File: src/rtl/ct_butterfly_addsub.sv
// ct_butterfly_addsub: modular add/sub back end of a Cooley-Tukey butterfly.
// The top operand a is delayed to line up with the multiplier result bw.
// The block then registers (a + bw) mod q and (a - bw) mod q.
// A pair counter flags the last butterfly of each layer.
//
// Ports:
//   clk       in   clock, rising edge
//   rst       in   synchronous active-high reset
//   valid_in  in   a_in valid; matching b enters the multiplier this cycle
//   a_in      in   top operand, [0, q-1]
//   bw_in     in   multiplier result, MUL_LAT cycles after valid_in
//   sum_out   out  (a + bw) mod q
//   diff_out  out  (a - bw) mod q
//   valid_out out  sum_out/diff_out valid
//   last_out  out  N_PAIRS-th output of a layer
module ct_butterfly_addsub #(
    parameter int data_width = 12,
    parameter int q          = 3329,
    parameter int MUL_LAT    = 3,
    parameter int N_PAIRS    = 256
) (
    input  logic                  clk,
    input  logic                  rst,
    input  logic                  valid_in,
    input  logic [data_width-1:0] a_in,
    input  logic [data_width-1:0] bw_in,
    output logic [data_width-1:0] sum_out,
    output logic [data_width-1:0] diff_out,
    output logic                  valid_out,
    output logic                  last_out
);

    localparam int CW = (N_PAIRS > 1) ? $clog2(N_PAIRS) : 1;
    localparam logic [data_width:0] QX = (data_width + 1)'(q);
    localparam logic [CW-1:0] CNT_LAST = CW'(N_PAIRS - 1);

    logic [data_width-1:0] a_sr [MUL_LAT];
    logic [MUL_LAT-1:0]    v_sr;
    logic [data_width-1:0] a_d;
    logic                  v_d;
    logic [CW-1:0]         cnt;

    logic [data_width:0]   s;
    logic [data_width:0]   d;
    logic [data_width-1:0] sum_n;
    logic [data_width-1:0] diff_n;

    assign a_d = a_sr[MUL_LAT-1];
    assign v_d = v_sr[MUL_LAT-1];

    // Delay line for {valid, a}, matched to the multiplier latency.
    always_ff @(posedge clk) begin
        if (rst) begin
            v_sr <= '0;
            for (int i = 0; i < MUL_LAT; i++) begin
                a_sr[i] <= '0;
            end
        end else begin
            v_sr[0] <= valid_in;
            a_sr[0] <= a_in;
            for (int i = 1; i < MUL_LAT; i++) begin
                v_sr[i] <= v_sr[i-1];
                a_sr[i] <= a_sr[i-1];
            end
        end
    end

    // One conditional correction suffices because both operands are < q.
    // The difference's top bit acts as the sign of the 13-bit result.
    always_comb begin
        s = {1'b0, a_d} + {1'b0, bw_in};
        d = {1'b0, a_d} - {1'b0, bw_in};
        if (s >= QX) begin
            sum_n = data_width'(s - QX);
        end else begin
            sum_n = data_width'(s);
        end
        if (d[data_width]) begin
            diff_n = data_width'(d + QX);
        end else begin
            diff_n = data_width'(d);
        end
    end

    always_ff @(posedge clk) begin
        if (rst) begin
            sum_out   <= '0;
            diff_out  <= '0;
            valid_out <= 1'b0;
            last_out  <= 1'b0;
            cnt       <= '0;
        end else begin
            valid_out <= v_d;
            last_out  <= v_d && (cnt == CNT_LAST);
            if (v_d) begin
                sum_out  <= sum_n;
                diff_out <= diff_n;
                if (cnt == CNT_LAST) begin
                    cnt <= '0;
                end else begin
                    cnt <= cnt + CW'(1);
                end
            end
        end
    end

endmodule

File: config.mk
export PLATFORM = sky130hd
export DESIGN_NAME = ct_butterfly_addsub
export DESIGN_NICKNAME = d
export VERILOG_FILES = /design/src/rtl/ct_butterfly_addsub.sv
export SDC_FILE = /design/constraint.sdc
export NUM_CORES = 1
export LEC_CHECK = 0
export ABC_AREA = 1
export ABC_CLOCK_PERIOD_IN_PS = 3700
export CAP_MARGIN = 20
export CORE_UTILIZATION = 52
export DETAILED_ROUTE_END_ITERATION = 10
export MAX_ROUTING_LAYER = met4
export PLACE_DENSITY = 0.84
export RECOVER_POWER = 50
export SYNTH_ARGS = -nofsm -noshare
export SYNTH_HDL_FRONTEND = slang
export SYNTH_SLANG_ARGS = --single-unit
File: constraint.sdc
create_clock -name clk -period 3.7 [get_ports clk]
set_clock_uncertainty 0.2 [all_clocks]
set_input_delay 0.74 -clock clk [delete_from_list [all_inputs] [get_ports clk]]
set_output_delay 0.74 -clock clk [all_outputs]
set_load 0.02 [all_outputs]
==> results.cfg, run 1 <==
[drt]
vias = 4268
routed_wl_um = 10710
drt_iter0_markers = 176
wl_per_cell_um = 12.39
viasPerCell = 4.934
drc_errors = 0
dr.pass1.iters = 4
drtAntennaViolNets = 0

[placed_design]
post-place-ws_ns = -0.07899
place_congestion = 0.9042
portBuffers = 52
hpwlAfterDp_um = 8489

[cts]
cts_tree = yes
clk_path_buf_depth = 2
cts_buffers = 9
htree_num_levels = 3
clk_latency_ns = 0.36
ctsResizeCount = 0
cts.sinks = 73
clockRootBuffer = clkbuf_8
post-cts-setup-buffers = 0
cts-hold-fix-buffers = 0
cts.clk_slew.worst_paths_ns = 0.09

[sta]
maxSlewViolCount = 55
timing.final.crit_period_ns = 3.396
setup_viol = 0
hold_ws_ns = 0.1915
period_share_pct = 91.79
max_freq_ghz = 0.2944
tightest_slew_ns = 2.190
finalWorstSetupSlack_ns = 0.3036
finalHoldViolCount = 0
rsz0062_at_grt = false
maxSlewHeadroom_pct = -46.01

[global_routing]
grt-ovfl-total = 0
track_usage_pct = 26.44
grt_pass1_wl_um = 17940
grt_antenna_before_repair = 0
grt_max_degree = 55
grt_pass1_vias = 4018

[final_layout]
final_core_util_pct = 66.14
area_growth_pct = 20.70
n_fill_cell = 754
fin_nets = 812
n_antenna_cell = 0
final_layout_size_suffix_gt1_share_pct = 13.03

[synthesis]
netlist.area_leader.share_pct = 31.97
synth.distinct_cells = 39
syn_inst = 683
yosysWarnings = 0
ys_ff_latch = 73
yosys.area.top_type = dfxtp_1
synth_ff_type = dfxtp_1
ys_async_sr_fraction_pct = 0
ys_seq_area_share_pct = 31.97
synth_common_cells = nand2_1, nor2_1, inv_1, dfxtp_1, nand3_1
netlist_top_cells_area = dfxtp_1, nand2_1, nor2_1, inv_1, ha_1
synth_enable_flop_cells = 0
synthesis.nets = 740
netlist_area_sq_um = 4571
yosysMostFrequentCell = nand2_1
syn_avg_cell_area_sq_um = 6.692

[critical_path]
crit_chain = clkdlybuf4s50_1 > inv_1 > ha_1 > nor2_4 > nand2_1 > nand2_2 > nand2_1 > nand3_1 > nand2_4 > nor2_4 > nand2_1 > nor2_1 > nand2_2 > nand3_4 > nand2_1 > nand3_1 > a21oi_1
critPathLaunchType = input port
crit_top_cell = nand2_1
max_stage_delay_ns = 0.59
slowest_stage = clkdlybuf4s50_1
critPathRequiredTime_ns = 3.65
critPathCaptureType = flop
cp_max_fo = 18
critPathKind = input port to flop
critPathArrivalTime_ns = 3.34

[die]
chipWidth_um = 95.76
start_util_pct = 54.80
design.core.area_sq_um = 8341
die-area_sq_um = 9169
io_pins = 53
rows = 33
fp.dieH_um = 95.76

[worst_hold_path]
hold_path_class = flop to flop

[power_and_ir_drop]
power_density_nw_per_um2 = 343.4
ir_worst_vdd_uv = 289.4
p_leak_nw = 2.788

[status]
status = finished with violations
violations = max-capacitance violations, max-slew violations

[run]
maxCapViolations = 1
-- power breakdown --
part / total, mW / switching (mW) / leakage, nW / internal, mW
combinational: 0.420 / 0.249 / 2.09 / 0.171
sequential: 0.824 / 0.0115 / 0.597 / 0.813
clock: 0.651 / 0.333 / 0.0966 / 0.317
-- sequential cells by signal, summed over array words and instances (netlist names) --
name,count
a_sr,36
diff_out,12
cnt,8
sum_out,12
last_out,1
v_sr,3
valid_out,1
-- cells by family (layout without fill, tap and decap cells) --
| logic type | Yosys count | after routing | share of synthesized area, % |
|---|---|---|---|
| xor+xnor | 19 | 19 | 3.641 |
| flops | 73 | 73 | 31.97 |
| simple gates | 362 | 362 | 35.56 |
| buf+inv | 148 | 225 | 13.50 |
| fa+ha+maj | 30 | 30 | 8.541 |
| compound gates | 51 | 51 | 6.789 |
-- per-layer routing --
layer	vias to the layer above	part of all wire (%)	global-route usage, %
met5	-	0	-
met4	0	1.9	8.831
met3	15	4.1	4.739
met2	104	51	47.14
met1	1905	43	29.79
li1	2244	-	-
-- cell type report --
| type | count | area (sq um) | share of cell area, % |
|---|---|---|---|
| Sequential cell | 73 | 1461 | 26.49 |
| Multi-Input combinational cell | 462 | 2495 | 45.23 |
| Clock buffer | 9 | 123.9 | 2.245 |
| Timing Repair Buffer | 84 | 750.7 | 13.61 |
| Tap cell | 105 | 131.4 | 2.381 |
| Clock inverter | 7 | 76.32 | 1.384 |
| Inverter | 125 | 478.0 | 8.664 |
-- stage by stage --
step	TNS [ns]	cell area, sq um	std cells	power, mW
finish	0	5517	865	1.895
global route	0	5517	865	1.988
CTS	0	5519	865	1.901
detailed placement	-0.4017	5319	849	1.259
global placement	-0.6409	5319	849	1.252
floorplan	0	4571	683	1.115
-- placed cells by master, fill, tap and decap left out, types with 2 or more instances in the layout --
master           count
o21bai_1             3
clkbuf_8             9
xnor2_1              3
inv_1              108
a21oi_1             21
a21oi_2              3
nand2_1            144
clkdlybuf4s50_1     51
clkinv_2             2
inv_6                3
clkinv_1             3
fa_1                 2
inv_2               10
nand2_2             15
nor2_1             109
dfxtp_1             73
ha_1                27
nor3_1               8
xor2_1              16
inv_4                3
nand3b_1             3
nand4_1             16
clkinvlp_4           2
nand2_4              2
o21ai_0             15
o221ai_1             3
nor2_4               4
buf_4               31
nand3_1             49
nand3_2              5
nor2_2               5
clkbuf_1             2
-- final timing paths --
kind | startpoint | endpoint | slack (ns) | depth (start not counted)
min | a_sr[0][16]$_SDFF_PP0_ | a_sr[0][28]$_SDFF_PP0_ | 0.19 | 2
max reg2reg | a_sr[0][24]$_SDFF_PP0_ | sum_out[1]$_SDFFE_PP0P_ | 0.85 | 16
min reg2reg | a_sr[0][16]$_SDFF_PP0_ | a_sr[0][28]$_SDFF_PP0_ | 0.19 | 2
max | bw_in[1] | sum_out[1]$_SDFFE_PP0P_ | 0.30 | 17
-- worst max-delay path: cells and delay by family --
family          cells  cell delay, ns
simple gates       13            1.45
compound gates      1            0.07
fa+ha+maj           1            0.36
buf+inv             2            0.70
No activity file was read; power rests on OpenSTA's default activity.
==> inputs of run 2 (changes only) <==
--- a/config.mk
+++ b/config.mk
@@ -6,7 +6,7 @@
 export NUM_CORES = 1
 export LEC_CHECK = 0
 export ABC_AREA = 1
-export ABC_CLOCK_PERIOD_IN_PS = 3700
+export ABC_CLOCK_PERIOD_IN_PS = 3200
 export CAP_MARGIN = 20
 export CORE_UTILIZATION = 52
 export DETAILED_ROUTE_END_ITERATION = 10
==> constraint.sdc (replaced) <==
create_clock -name clk -period 3.2 [get_ports clk]
set_clock_uncertainty 0.2 [all_clocks]
set_input_delay 0.64 -clock clk [delete_from_list [all_inputs] [get_ports clk]]
set_output_delay 0.64 -clock clk [all_outputs]
set_load 0.02 [all_outputs]
==> results.cfg, run 2 (synthesis gave the netlist of run 1 again) <==
[power_and_ir_drop]
power.switching_mw = 0.7754
intPower_mw = 1.703
combPwrFrac_pct = 26.4
p_leak_nw = 3.306
seqPwrFrac_pct = 38.5
power_density_nw_per_um2 = 386.5
switching_share_pct = 31.29
clockPowerShare_pct = 35.1
ir_worst_vdd_uv = 399.4

[placed_design]
post-place-ws_ns = -0.4048
placedInstanceArea_sq_um = 5829
hpwlAfterDp_um = 8867
place_congestion = 0.9094
portBuffers = 52

[drt]
wl_per_cell_um = 13.96
drc_errors = 0
routed_wl_um = 13220
dr.pass1.iters = 7
drtAntennaViolNets = 0
vias = 4850
drt_iter0_markers = 203
viasPerCell = 5.121

[final_layout]
regMostFlops = a_sr
n_antenna_cell = 0
largest_reg_flops = 36
final_core_util_pct = 76.88
layout_commonest_cell = nand2_1
area_growth_pct = 40.30
fin_area_sq_um = 6412
final_layout_size_suffix_gt1_share_pct = 25.42
top_regs = a_sr x36, diff_out x12, sum_out x12
layout_common_cells = nand2_1, buf_4, inv_1
fin_nets = 894

[cts]
htree_num_levels = 3
clockRootBuffer = clkbuf_8
clk_path_buf_depth = 2
cts.clk_slew.worst_paths_ns = 0.10
clk_latency_ns = 0.36
cts.sinks = 73
cts_tree = yes
cts_buffers = 9

[critical_path]
critPathKind = input port to flop
critPathArrivalTime_ns = 3.19
critPathRequiredTime_ns = 3.26
r2r-start = a_sr[0][24]$_SDFF_PP0_
critPathCaptureType = flop
r2r_end = diff_out[10]$_SDFFE_PP0P_
reg2reg_depth = 16
cp_max_fo = 7
reg2reg_slack_ns = 0.40
worstSetupStartpoint = bw_in[3]
critPathLaunchType = input port

[global_routing]
grt_pass1_vias = 4514
grt_pass1_wl_um = 19130
grt_antenna_before_repair = 0
track_usage_pct = 27.89
grt_max_degree = 41
grt-ovfl-total = 0

[die]
design.core.area_sq_um = 8341
rows = 33
die-area_sq_um = 9169
start_util_pct = 54.80
chipWidth_um = 95.76
io_pins = 53
fp.dieH_um = 95.76

[worst_hold_path]
whs_endpoint = a_sr[0][18]$_SDFF_PP0_
hold_path_class = flop to flop
min_from = a_sr[0][6]$_SDFF_PP0_
holdPathStages = 2

[sta]
maxSlewViolCount = 0
max_freq_ghz = 0.3200
finalWorstSetupSlack_ns = 0.07490
tightest_slew_ns = 1.238
setup_viol = 0
finalHoldViolCount = 0
maxSlewHeadroom_pct = 17.46
period_share_pct = 97.66
timing.final.crit_period_ns = 3.125
finalSetupTns_ns = 0

[status]
status = finished clean

[run]
maxCapViolations = 0
[run 2: cell type report]
class	instances	area [sq um]
Multi-Input combinational cell	464	2730
Clock inverter	7	107.6
Tap cell	105	131.4
Inverter	125	478.0
Fill cell	594	1928
Timing Repair Buffer	164	1380
Clock buffer	9	123.9
Sequential cell	73	1461
[run 2: worst max path at each step]
stage	to	slack [ns]
final	diff_out[10]$_SDFFE_PP0P_	0.07
after global routing	diff_out[10]$_SDFFE_PP0P_	-0.05
after CTS	sum_out[4]$_SDFFE_PP0P_	0.008
after detailed placement	sum_out[4]$_SDFFE_PP0P_	-0.40
after global placement	sum_out[7]$_SDFFE_PP0P_	-0.36
after floorplan	sum_out[8]$_SDFFE_PP0P_	0.27
[run 2: what timing repair did]
item | 4_1_cts | 5_1_grt
gates resized for setup | 5 | 51
hold buffers | 0 | 0
endpoints found under the setup margin | 9 | 20
cloned | 0 | 2
buffers inserted | 0 | 12
pin swaps | 1 | 23
[run 2: routing by layer]
layer	track usage, %	part of all wire, %	up-vias
met5	-	0	-
met4	15.17	4.6	0
met3	4.818	3.9	54
met2	49.40	52	141
met1	29.51	39	2238
li1	-	-	2417
[run 2: power groups by stage]
stage,Clock [mW],Sequential [mW],Combinational [mW]
after floorplan,0,0.985,0.304
after global placement,0,0.973,0.556
after detailed placement,0,0.974,0.570
after CTS,0.876,0.953,0.578
after global routing,0.923,0.958,0.708
final,0.869,0.955,0.654
[run 2: per-stage QoR]
step | hold WS (ns) | total power, mW | instances
4_1_cts | 0.1956 | 2.407 | 933
5_1_grt | 0.1967 | 2.589 | 947
2_1_floorplan | 0.1883 | 1.289 | 683
3_3_place_gp | 0.1889 | 1.529 | 917
3_5_place_dp | 0.1951 | 1.544 | 917
6_report | 0.1981 | 2.478 | 947
[run 2: critical path, cell delays in order]
cell and delay [ns]:
clkdlybuf4s50_1 0.50, inv_1 0.08, ha_4 0.34, buf_4 0.17, nand2_1 0.09, nand3_4 0.13, xor2_2 0.21, nand2_1 0.13
nor3_2 0.23, nand3_1 0.13, nand2_1 0.08, nand2_1 0.08, nand3_1 0.10, nand2_1 0.07, o21ai_1 0.14, inv_1 0.05
